`src/rtl/s_o_symbol_gen.sv`:
```
// Symbol execution stage: plays an S (three short pulses) or O (three long pulses) on pin_out,
// then returns a one-cycle func_done and waits for the request to be withdrawn.
module s_o_symbol_gen #(
  parameter int unsigned SHORT_CYC = 5_000_000,
  parameter int unsigned LONG_CYC  = 15_000_000,
  parameter int unsigned GAP_CYC   = 5_000_000,
  parameter int unsigned PULSES    = 3,
  parameter int unsigned CNT_W     = 24
) (
  input  logic       clk,
  input  logic       rst_n,
  input  logic [1:0] func_start,
  output logic       func_done,
  output logic       pin_out,
  output logic       busy
);

  localparam int unsigned PCNT_W = (PULSES > 1) ? $clog2(PULSES) : 1;

  localparam logic [CNT_W-1:0]  ShortLim  = CNT_W'(SHORT_CYC - 1);
  localparam logic [CNT_W-1:0]  LongLim   = CNT_W'(LONG_CYC - 1);
  localparam logic [CNT_W-1:0]  GapLim    = CNT_W'(GAP_CYC - 1);
  localparam logic [PCNT_W-1:0] LastPulse = PCNT_W'(PULSES - 1);

  typedef enum logic [2:0] {
    StIdle,
    StOn,
    StOff,
    StDone,
    StRearm
  } state_e;

  state_e              state_q;
  logic [CNT_W-1:0]    cnt_q;
  logic [PCNT_W-1:0]   pcnt_q;
  logic                sym_q;    // 0: S (short), 1: O (long)
  logic [CNT_W-1:0]    on_lim;
  logic                req_valid;

  assign on_lim    = sym_q ? LongLim : ShortLim;
  // Only 10 and 01 are real requests; 11 is illegal and ignored.
  assign req_valid = (func_start == 2'b10) || (func_start == 2'b01);

  always_ff @(posedge clk or negedge rst_n) begin
    if (!rst_n) begin
      state_q   <= StIdle;
      cnt_q     <= '0;
      pcnt_q    <= '0;
      sym_q     <= 1'b0;
      pin_out   <= 1'b0;
      busy      <= 1'b0;
      func_done <= 1'b0;
    end else begin
      case (state_q)
        StIdle: begin
          if (req_valid) begin
            sym_q   <= func_start[0];
            cnt_q   <= '0;
            pcnt_q  <= '0;
            pin_out <= 1'b1;
            busy    <= 1'b1;
            state_q <= StOn;
          end
        end
        StOn: begin
          if (cnt_q == on_lim) begin
            cnt_q   <= '0;
            pin_out <= 1'b0;
            state_q <= StOff;
          end else begin
            cnt_q <= cnt_q + CNT_W'(1);
          end
        end
        StOff: begin
          if (cnt_q == GapLim) begin
            cnt_q <= '0;
            if (pcnt_q != LastPulse) begin
              pcnt_q  <= pcnt_q + PCNT_W'(1);
              pin_out <= 1'b1;
              state_q <= StOn;
            end else begin
              func_done <= 1'b1;
              state_q   <= StDone;
            end
          end else begin
            cnt_q <= cnt_q + CNT_W'(1);
          end
        end
        StDone: begin
          func_done <= 1'b0;
          busy      <= 1'b0;
          state_q   <= StRearm;
        end
        StRearm: begin
          // A still-held request must not replay the symbol.
          if (func_start == 2'b00) begin
            state_q <= StIdle;
          end
        end
        default: begin
          state_q <= StIdle;
        end
      endcase
    end
  end

endmodule

```
`config.mk`:
```
export PLATFORM = sky130hd
export DESIGN_NAME = s_o_symbol_gen
export DESIGN_NICKNAME = d
export VERILOG_FILES = /design/src/rtl/s_o_symbol_gen.sv
export SDC_FILE = /design/constraint.sdc
export NUM_CORES = 1
export LEC_CHECK = 0
export BUFFER_PORTS_ARGS = -buffer_cell sky130_fd_sc_hd__clkbuf_2
export CAP_MARGIN = 20
export CELL_PAD_IN_SITES_DETAIL_PLACEMENT = 0
export CELL_PAD_IN_SITES_GLOBAL_PLACEMENT = 2
export CORE_UTILIZATION = 35
export CTS_CLUSTER_DIAMETER = 40
export DETAILED_ROUTE_END_ITERATION = 10
export PLACE_DENSITY = 0.74
export SYNTH_ARGS = -nofsm -noshare
export SYNTH_HDL_FRONTEND = slang
export SYNTH_SLANG_ARGS = --single-unit
```
`constraint.sdc`:
```
create_clock -name clk -period 5.1 [get_ports clk]
set_clock_uncertainty 0.1 [all_clocks]
set_input_delay 0 -clock clk [delete_from_list [all_inputs] [get_ports clk]]
set_output_delay 0 -clock clk [all_outputs]
set_load 0.01 [all_outputs]
```
=== After elaboration in Yosys (flattened, before gate mapping) ===
Index checks and enable logic that the tools add are counted.

* Flip-flop bits (word level): 33
* Bits of input ports: 4
* Output and inout port bits: 3

* Add/sub/neg operators: 2
* Equality and inequality tests: 15
* Multiplexer cells: 24
* Reduce and logical (&&, ||, !) cells: 14

{| class="wikitable"
|+ Operators by type and width
! kind !! count
|-
| $mux 24 || 4
|-
| $pmux 24 s3 || 1
|-
| $add 24x1->24 const B || 1
|-
| $eq 24x23->1 const B || 1
|-
| $eq 24x24->1 || 1
|-
| $pmux 3 s5 || 1
|-
| $ne 2x2->1 const B || 7
|-
| $mux 3 || 4
|-
| $mux 2 || 4
|-
| $reduce_and 4->1 || 2
|-
| $eq 3x2->1 const B || 2
|-
| $mux 1 || 6
|-
| $reduce_and 2->1 || 3
|-
| $reduce_bool 2->1 || 3
|-
| $reduce_and 5->1 || 1
|-
| $pmux 1 s2 || 2
|-
| $pmux 2 s2 || 1
|-
| $eq 3x1->1 const B || 1
|-
| $eq 3x3->1 const B || 1
|-
| $logic_not 3->1 || 1
|-
| $pmux 1 s3 || 1
|-
| $reduce_and 3->1 || 1
|-
| $reduce_bool 3->1 || 1
|-
| $add 2x1->2 const B || 1
|-
| 4 further kinds || 4
|}

=== Depth between registers and ports, before layout ===
Gate-level depths: netlist (run 1).

* Depth after elaboration: 4
* Mapped depth: 8

=== Least setup slack after synthesis (run 1) ===
OpenSTA, ideal clock, no wires.

* Path type: reg-to-reg
* Start: register cnt_q[17]
* End: register cnt_q[17]
* Arrival: 1.911 ns
* Data required time: 4.858 ns
* Path slack: 2.947 ns
* Stages on the path, launching flop included: 7
* Clock period less this slack: 2.153 ns
* Cells stage by stage: dfrtp_1 -> or4b_4 -> nor4_4 -> a31oi_1 -> buf_2 -> o211ai_1 -> o221ai_1

* Cells in the longest elaborated chain, start to end: 3
* Elaborated cells between the ends (all ways): 6

{| class="wikitable"
|+ Ends and longest elaborated chain
! item !! RTL line !! text
|-
| start, declared || 34 || <nowiki>logic [CNT_W-1:0] cnt_q;</nowiki>
|-
| start signal, assigned || 71 || <nowiki>cnt_q <= cnt_q + CNT_W'(1);</nowiki>
|-
| start signal, assigned || 86 || <nowiki>cnt_q <= cnt_q + CNT_W'(1);</nowiki>
|-
| $add 24x1->24 (tied with other cells) || 71, 86 ||
|-
| $mux 24, on equally long branches || 75, 66 ||
|-
| $pmux 24 s3 * || 54 || <nowiki>case (state_q)</nowiki>
|}

Every way passes the cells marked *; elsewhere a longest branch is shown, timed or not.
A chain may end at the register's enable or synchronous reset.

=== Worst setup path after layout (run 1) ===
Ends and elaborated chain as after synthesis.

==> metrics.cfg, run 1 <==
[routing]
routed_wl_mm = 5.00
drt-initial-drc-count = 81
antenna_left = 0
vias = 1709
viasPerCell = 5.58
wire_per_inst_um = 16.3
drtPass1Iterations = 4
drcViolationCount = 0

[power_and_ir_drop]
power_density_nw_per_um2 = 326
cellLeakagePower_nw = 0.874
max-vdd-ir-drop_mv = 0.127
finalPower_mw = 0.707

[synth]
muxShareOfSynthArea = 0.0107
netlist_top_cells_count = 33 x dfrtp_1, 26 x nand2_1, 21 x nor2_1
yosysMostFrequentCell = dfrtp_1
synthArstFlopShare = 1.00
synth_compound_area_frac = 0.138
synth_xor_xnor_area_share = 0.0571
ys_warn_count = 0
synthSimpleGateAreaFrac = 0.317
yosysSeqAreaShare = 0.414
synth.area.top_cells = dfrtp_1 41%, nand2_1 4.9%, xnor2_1 4.8%
syn-instance-count = 228
synth_cell_type_count = 47
ys.flop_type = dfrtp_1
synth.largest_area_cell = dfrtp_1
synth_top_family_by_area = simple AND/OR/NAND/NOR gates
synth_edf_count = 0
synthesis.nets = 235
yosysTopAreaCellShare = 0.414
post_synth.cell_area_avg_um2 = 8.74
synth_adder_area_share = 0.0188
ys_seq_elements = 33
syn_area_um2 = 1990

[clock_tree]
cts_tree = done
cts_made_buffers = 5
cts_setup_buffers = 0
clk_pin_slew_ns = 0.06
cts_sinks = 33
clockBufferDepth = 2
cts_root_buf = clkbuf_8
cts_htree_levels = 2
clock_latency_ns = 0.29
hold_buffers = 2
cts_resized = 0

[layout]
seq_area_um2 = 826
stdcell_area_um2 = 2170
drive_gt1_frac = 0.0726
final_util = 0.394
multi_input_area_um2 = 1080
area_delta_synth_final_pct = 8.73
fill_cells = 588
final_nets = 240
n_antenna_cell = 0
final_cell_count_no_fill = 306

[global_routing]
overflow = 0
antenna_found_initial = 0
grt_pass1_wl_mm = 8.47
grt_pass1_vias = 1608
grt_max_degree = 34
track_usage = 0.184

[worst_setup_path]
critPathRequiredTime_ns = 5.15
r2r-start = cnt_q[17]
cp.arrival_ns = 2.77
cp-start-kind = flop
startpoint = cnt_q[17]
end_kind = flop
reg2reg_depth = 5
timing.critical_path.fanout_max = 11
path_class = flop to flop
worst-r2r-setup-slack_ns = 2.38
endpoint = cnt_q[17]
worstReg2RegEnd = cnt_q[17]

[timing]
tns_ns = 0
max_freq_mhz = 367
finalCriticalPeriod_ns = 2.72
slew_viol_final = 0
post-route-period-util = 0.534
hold_viol = 0
timing.slew.headroom = 0.379
rsz0062_at_grt = no
worst_pin_slew_ns = 0.927
setup_viol = 0

[placement]
place_hpwl_mm = 3.56
dpl.cell_count = 296
gp_congestion = 0.760
placed_area_um2 = 2070
numPortBuffers = 6

[floorplanning]
dieWidth_um = 77.5
io_pins = 7
initial_core_util = 0.362
design.core.area_um2 = 5510
fp.dieArea_um2 = 6000
die_y_um = 77.5
rows = 27

[worst_hold_path]
hold_path.class = primary input to flop

[outcome]
status = finished, final reports clean

[run]
max-cap-violations = 0

## metal layers
| layer | routed length (um) | track usage |
|---|---|---|
| met1 | 2500 | 0.259 |
| met2 | 2230 | 0.274 |
| met3 | 178 | 0.0388 |
| met4 | 95 | 0.0698 |
| met5 | 0 | 0 |
## worst min-delay path by stage
stage	startpoint	to	slack [ns]	cells after the start
after floorplan	rst_n	busy	-0.40	0
after global placement	rst_n	cnt_q[23]	0.07	1
after detailed placement	rst_n	cnt_q[19]	0.05	1
after CTS	func_start[1]	state_q[2]	0.13	5
after global routing	func_start[1]	state_q[2]	0.17	5
final	func_start[1]	state_q[2]	0.12	5
## power breakdown
part / switching (mW) / internal (mW) / total, mW
Combinational: 0.0819 / 0.0611 / 0.143
Sequential: 0.0688 / 0.306 / 0.375
Clock: 0.0925 / 0.0969 / 0.189
## final cells by class
cell class,count,area share
repair buffers,8,0.0231
well taps,72,0.0416
clock buffers,8,0.0370
inverters,11,0.0191
flip-flops and latches,33,0.381
multi-input cells,174,0.498
## critical path, stage by stage, from the launching register on
cell and delay (ns):
dfrtp_1 0.44, or4b_4 0.60, nor4_4 0.38, a31oi_1 0.38
o21ai_2 0.51, o221ai_1 0.19
## through the flow
step                      hold slack [ns]  setup WS, ns
after floorplan                    -0.396          2.95
after global placement             0.0651          2.45
after detailed placement           0.0525          2.38
after CTS                           0.131          2.38
after global routing                0.170          2.23
final                               0.123          2.38
## registers in the layout, indices dropped and copies added (netlist names)
name and count:
cnt_q 24, sym_q 1, pin_out 1, busy 1, func_done 1, pcnt_q 2, state_q 3
## logic make-up (layout without fill, tap and decap cells)
logic type,count (synthesis),in the layout
and+or+nand+nor,115,115
AOI/OAI and AO/OA,41,41
DFF,33,33
buffers and inverters,21,27
xor gates and xnor gates,13,13
adders and majority gates,3,3
muxes,2,2
## layout by cell type, fill, tap and decap left out, drive strengths merged, types with 4 or more instances in the layout
cell	Yosys	final
dfrtp	33	33
nand2	26	26
nor2	21	21
clkbuf	8	14
o21ai	12	12
inv	11	11
nor3	11	11
xnor2	11	11
nand3	10	10
nor4	8	8
nand4	6	6
nor2b	6	6
a21oi	6	6
a31oi	5	5
and3	5	5
nand2b	4	4
and4	4	4
o211ai	4	4
o221ai	4	4
and2	4	4
(Power assumes the default switching activity.)
==> run 2: changes to the inputs <==
--- a/config.mk
+++ b/config.mk
@@ -12,7 +12,7 @@
 export CORE_UTILIZATION = 35
 export CTS_CLUSTER_DIAMETER = 40
 export DETAILED_ROUTE_END_ITERATION = 10
-export PLACE_DENSITY = 0.74
+export PLACE_DENSITY = 0.77
 export SYNTH_ARGS = -nofsm -noshare
 export SYNTH_HDL_FRONTEND = slang
 export SYNTH_SLANG_ARGS = --single-unit
==> constraint.sdc (replaced) <==
create_clock -name clk -period 2.3 [get_ports clk]
set_clock_uncertainty 0.1 [all_clocks]
set_input_delay 0 -clock clk [delete_from_list [all_inputs] [get_ports clk]]
set_output_delay 0 -clock clk [all_outputs]
set_load 0.01 [all_outputs]
==> metrics.cfg, run 2 (synthesis gave the netlist of run 1 again) <==
[outcome]
status = finished, violations left
failed_checks = design-rule violations

[timing]
post-route-period-util = 0.979  ; +0.445
setup_viol = 0  ; unchanged
hold_viol = 0  ; unchanged
finalCriticalPeriod_ns = 2.25  ; -0.471 ns
holdWs_ns = 0.161  ; +0.0385 ns
rsz0062_at_grt = yes
timing.slew.headroom = 0.425  ; +0.0463
max_freq_mhz = 444  ; +21%
worst_pin_slew_ns = 0.862  ; -0.0651 ns
slew_viol_final = 0  ; unchanged

[layout]
final_nets = 264  ; +10%
largest_register = cnt_q
stdcell_area_um2 = 2370  ; +9.5%
seq_area_um2 = 826  ; unchanged
drive_gt1_frac = 0.167  ; +0.0940
final_cell_mix = 33 x dfrtp_1, 26 x nand2_1, 23 x buf_4, 21 x nor2_1
multi_input_area_um2 = 1090  ; +1.2%
top_regs = cnt_q (24), state_q (3), pcnt_q (2)
n_antenna_cell = 0  ; unchanged
area_delta_synth_final_pct = 19.0
largest_reg_flops = 24  ; unchanged
layout_commonest_cell = dfrtp_1
fill_cells = 548  ; -6.8%

[routing]
drt-initial-drc-count = 81  ; unchanged
drtPass1Iterations = 7  ; +3
drcViolationCount = 2  ; +2
antenna_left = 0  ; unchanged
viasPerCell = 5.35  ; -4.2%
routed_wl_mm = 5.13  ; +2.5%
vias = 1765  ; +3.3%
wire_per_inst_um = 15.5  ; -5.0%

[worst_setup_path]
cp_slowest_cell = or4b_4
crit_cells = 7  ; +2
r2r-start = cnt_q[12]
reg2reg_depth = 7  ; +2
critPathRequiredTime_ns = 2.35  ; -2.80 ns
cpPeakStageDelay_ns = 0.54  ; -0.06 ns
cp.arrival_ns = 2.30  ; -0.47 ns
end_kind = flop
worstReg2RegEnd = cnt_q[10]
cp-start-kind = flop
timing.critical_path.fanout_max = 14  ; +3
worst-r2r-setup-slack_ns = 0.05  ; -2.33 ns
crit_family = simple AND/OR/NAND/NOR gates
path_buf_inv = 2  ; +2
path_class = flop to flop
path_cells = or4b_4 > nor4_4 > buf_4 > nand4b_1 > a21oi_2 > buf_12 > o22ai_1

[floorplanning]
die_y_um = 77.5  ; unchanged
rows = 27  ; unchanged
io_pins = 7  ; unchanged
initial_core_util = 0.362  ; unchanged
fp.dieArea_um2 = 6000  ; unchanged
dieWidth_um = 77.5  ; unchanged
design.core.area_um2 = 5510  ; unchanged

[placement]
gp_congestion = 0.824  ; +8.5%
numPortBuffers = 6  ; unchanged
place_hpwl_mm = 3.82  ; +7.4%
placed_area_um2 = 2260  ; +9.3%

[global_routing]
grt_max_degree = 34  ; unchanged
use_met3 = 0.0318  ; -0.00706
track_usage = 0.189  ; +0.00456
met1_usage = 0.255  ; -0.00403
grt_pass1_wl_mm = 8.66  ; +2.3%
overflow = 0  ; unchanged
grt_pass1_vias = 1706  ; +6.1%
grt-busiest-layer = met2
use_met2 = 0.307  ; +0.0327
antenna_found_initial = 0  ; unchanged

[worst_hold_path]
hold_path.class = primary input to flop
min-delay-start = func_start[1]
holdPathStages = 5  ; unchanged
hold_path_end = state_q[2]

[power_and_ir_drop]
power_frac_comb = 0.283  ; +0.081
clockPowerShare = 0.253  ; -0.015
intPower_mw = 1.10  ; +140%
max-vdd-ir-drop_mv = 0.376  ; +200%
cellLeakagePower_nw = 1.00  ; +15%
swShare = 0.335  ; -0.00896
power.switching_mw = 0.554  ; +130%
power_density_nw_per_um2 = 698  ; +110%
seqPwrFrac = 0.464  ; -0.066

[clock_tree]
clk_pin_slew_ns = 0.07  ; about the same
cts_tree = done
cts_made_buffers = 5  ; unchanged
clock_latency_ns = 0.28  ; about the same
cts_root_buf = clkbuf_8
cts_sinks = 33  ; unchanged
clockBufferDepth = 2  ; unchanged
cts_htree_levels = 2  ; unchanged

[run]
max-cap-violations = 0  ; unchanged

-- run 2: cell count changes in the layout (fill, tap and decap cells not counted) --
cell      previous run  this run
buf_12               0         1
a221oi_2             0         1
nor4b_1              2         1
a221oi_1             1         0
buf_4                0        23
nor4b_2              0         1
-- run 2: routing by layer --
layer / up-vias / routed length, um
met5: - / 0
met4: 0 / 63
met3: 5 / 157
met2: 34 / 2430
met1: 839 / 2480
li1: 887 / -
-- run 2: area by class of cell --
| class | instances | area share |
|---|---|---|
| Timing Repair Buffer | 32 | 0.102 |
| Sequential cell | 33 | 0.348 |
| Clock buffer | 8 | 0.0338 |
| Tap cell | 72 | 0.0380 |
| Inverter | 11 | 0.0174 |
| Multi-Input combinational cell | 174 | 0.460 |
-- run 2: power groups by stage --
stage          combinational (mW)  clock (mW)  sequential, mW
2_1_floorplan               0.271           0           0.774
3_3_place_gp                0.469           0           0.778
3_5_place_dp                0.468           0           0.779
4_1_cts                     0.473       0.435           0.768
5_1_grt                     0.536       0.453           0.784
6_report                    0.468       0.419           0.768
-- run 2: what timing repair did --
action                                 CTS  global route
buffers inserted                         0             0
hold buffers                             2             0
setup endpoints to repair                0            22
endpoints found under the hold margin   34             0
gates resized for setup                  0             2
-- run 2: worst max-delay path by stage --
stage | from | end | slack [ns]
finish | cnt_q[12] | cnt_q[10] | 0.05
detailed placement | cnt_q[17] | pin_out | 0.08
floorplan | cnt_q[17] | cnt_q[17] | 0.15
CTS | cnt_q[17] | cnt_q[10] | 0.07
global route | cnt_q[17] | cnt_q[10] | -0.02
global placement | cnt_q[17] | pin_out | 0.07
-- run 2: worst min-delay path, delay by kind of cell --
family	cells	cell delay, ns
adder cells (fa/ha/maj)	1	0.14
AND/OR/NAND/NOR	1	0.05
AO/OA/AOI/OAI	1	0.18
buffers and inverters	2	0.12
-- run 2: stage by stage --
step | cells | util | setup TNS (ns) | setup WS, ns | total power, mW
after detailed placement | 320 | 0.410 | 0 | 0.0837 | 1.25
after floorplan | 228 | - | 0 | 0.147 | 1.05
after global placement | 320 | 0.410 | 0 | 0.0689 | 1.25
after CTS | 330 | 0.429 | 0 | 0.0674 | 1.68
final | 330 | 0.431 | 0 | 0.0482 | 1.65
after global routing | 330 | 0.431 | -0.0218 | -0.0218 | 1.77
==> run 3: changes to the inputs <==
--- a/config.mk
+++ b/config.mk
@@ -10,9 +10,9 @@
 export CELL_PAD_IN_SITES_DETAIL_PLACEMENT = 0
 export CELL_PAD_IN_SITES_GLOBAL_PLACEMENT = 2
 export CORE_UTILIZATION = 35
-export CTS_CLUSTER_DIAMETER = 40
 export DETAILED_ROUTE_END_ITERATION = 10
 export PLACE_DENSITY = 0.77
+export RECOVER_POWER = 25
 export SYNTH_ARGS = -nofsm -noshare
 export SYNTH_HDL_FRONTEND = slang
 export SYNTH_SLANG_ARGS = --single-unit
==> metrics.cfg, run 3 (synthesis gave the netlist of run 1 again) <==
[outcome]
status = finished, final reports clean

[power_and_ir_drop]
intPower_mw = 1.10  ; -0.21%
power_density_nw_per_um2 = 698  ; about the same
seqPwrFrac = 0.465  ; about the same
max-vdd-ir-drop_mv = 0.376  ; about the same
power_frac_comb = 0.282  ; about the same
swShare = 0.336  ; +0.000803
clockPowerShare = 0.254  ; about the same
cellLeakagePower_nw = 0.996  ; -0.88%
power.switching_mw = 0.555  ; +0.15%

[worst_setup_path]
end_kind = flop
path_class = flop to flop
cpPeakStageDelay_ns = 0.54  ; about the same
cp-start-kind = flop
path_cells = or4b_4 > nor4_4 > buf_4 > nand4b_1 > a21oi_2 > buf_12 > o22ai_1
crit_family = simple AND/OR/NAND/NOR gates
path_buf_inv = 2  ; unchanged
cp.arrival_ns = 2.31  ; about the same
critPathRequiredTime_ns = 2.35  ; about the same
cp_slowest_cell = or4b_4
timing.critical_path.fanout_max = 14  ; unchanged

[global_routing]
grt_pass1_wl_mm = 8.66  ; unchanged
grt_pass1_vias = 1706  ; unchanged
grt_max_degree = 34  ; unchanged
overflow = 0  ; unchanged
antenna_found_initial = 0  ; unchanged
track_usage = 0.189  ; unchanged

[timing]
setup_viol = 0  ; unchanged
max_freq_mhz = 444  ; -0.11%
holdWs_ns = 0.161  ; -0.000124 ns
timing.slew.headroom = 0.430  ; +0.00488
rsz0062_at_grt = yes
post-route-period-util = 0.980  ; +0.00103
slew_viol_final = 0  ; unchanged
finalCriticalPeriod_ns = 2.25  ; +0.00237 ns
hold_viol = 0  ; unchanged
worst_pin_slew_ns = 0.855  ; -0.00733 ns
fin_ws_ns = 0.0458  ; -0.00237 ns

[clock_tree]
clock_latency_ns = 0.28  ; about the same
clk_pin_slew_ns = 0.07  ; about the same
cts_setup_buffers = 0  ; unchanged
clockBufferDepth = 2  ; unchanged
cts_root_buf = clkbuf_8
cts_made_buffers = 5  ; unchanged
cts_sinks = 33  ; unchanged
cts_htree_levels = 2  ; unchanged
cts_tree = done

[floorplanning]
die_y_um = 77.5  ; unchanged
initial_core_util = 0.362  ; unchanged
rows = 27  ; unchanged
design.core.area_um2 = 5510  ; unchanged
dieWidth_um = 77.5  ; unchanged
fp.dieArea_um2 = 6000  ; unchanged
io_pins = 7  ; unchanged

[routing]
drcViolationCount = 0  ; -2
routed_wl_mm = 5.14  ; +0.27%
viasPerCell = 5.39  ; +0.74%
vias = 1778  ; +0.74%
wire_per_inst_um = 15.6  ; +0.27%
antenna_left = 0  ; unchanged
drt-initial-drc-count = 81  ; unchanged
drtPass1Iterations = 4  ; -3

[run]
max-cap-violations = 0  ; unchanged

[layout]
drive_gt1_frac = 0.155  ; -0.0116
n_antenna_cell = 0  ; unchanged
largest_reg_flops = 24  ; unchanged
stdcell_area_um2 = 2370  ; -0.16%
largest_register = cnt_q
top_regs = cnt_q (24), state_q (3), pcnt_q (2)
final_util = 0.430  ; -0.000681
final_cell_mix = 33 x dfrtp_1, 26 x nand2_1, 23 x buf_4, 21 x nor2_1
layout_commonest_cell = dfrtp_1
final_nets = 264  ; unchanged
area_delta_synth_final_pct = 18.8

[placement]
place_ws_ns = 0.0837  ; unchanged
numPortBuffers = 6  ; unchanged
placed_area_um2 = 2260  ; unchanged
place_hpwl_mm = 3.82  ; unchanged
gp_congestion = 0.824  ; unchanged

[worst_hold_path]
hold_path.class = primary input to flop

-- run 3: cell counts in the layout (fill, tap and decap cells not counted) --
Identical to the previous run, type by type.
-- run 3: cell type report --
class                           count  area [um2]
Multi-Input combinational cell    174        1090
Tap cell                           72        90.1
Inverter                           11        41.3
Fill cell                         550        3140
Timing Repair Buffer               32         239
Clock buffer                        8        80.1
Sequential cell                    33         826
-- run 3: what timing repair did --
item / in CTS / in global routing
resized for setup: 0 / 2
setup endpoints to repair: 0 / 22
hold endpoints to repair: 34 / 0
hold buffers: 2 / 0
-- run 3: worst reg2reg max path: cells and delay by family, from the launching register on --
kind                   cells  cell delay [ns]
AND/OR/NAND/NOR            3             1.01
flip-flops                 1             0.40
buffers and inverters      2             0.32
AO/OA/AOI/OAI              2             0.29
-- run 3: path summary, 6_finish.rpt --
path / from / endpoint / slack [ns] / depth (start not counted)
hold / removal: func_start[1] / state_q[2] / 0.16 / 5
setup / recovery: cnt_q[12] / cnt_q[10] / 0.05 / 7
max in group asynchronous: rst_n / func_done / 1.31 / 2
min in group asynchronous: rst_n / pcnt_q[0] / 0.26 / 2
hold reg to reg: state_q[0] / func_done / 0.43 / 1
setup reg to reg: cnt_q[12] / cnt_q[10] / 0.05 / 7
-- run 3: layer usage --
layer,vias to the layer above,track usage,part of all wire
met5,-,0,0
met3,5,0.0318,0.034
met2,39,0.307,0.47
met4,0,0.0566,0.012
li1,888,-,-
met1,846,0.255,0.48
-- run 3: power groups by stage --
stage | clock network (mW) | registers (mW) | logic (mW)
3_3_place_gp | 0 | 0.778 | 0.469
5_1_grt | 0.453 | 0.784 | 0.533
3_5_place_dp | 0 | 0.779 | 0.468
2_1_floorplan | 0 | 0.774 | 0.271
6_report | 0.419 | 0.768 | 0.466
4_1_cts | 0.435 | 0.768 | 0.473
-- run 3: metrics by stage --
step                std cells  power (mW)  setup TNS, ns
floorplan                 228        1.05              0
global placement          320        1.25              0
detailed placement        320        1.25              0
CTS                       330        1.68              0
global route              330        1.77        -0.0218
finish                    330        1.65              0
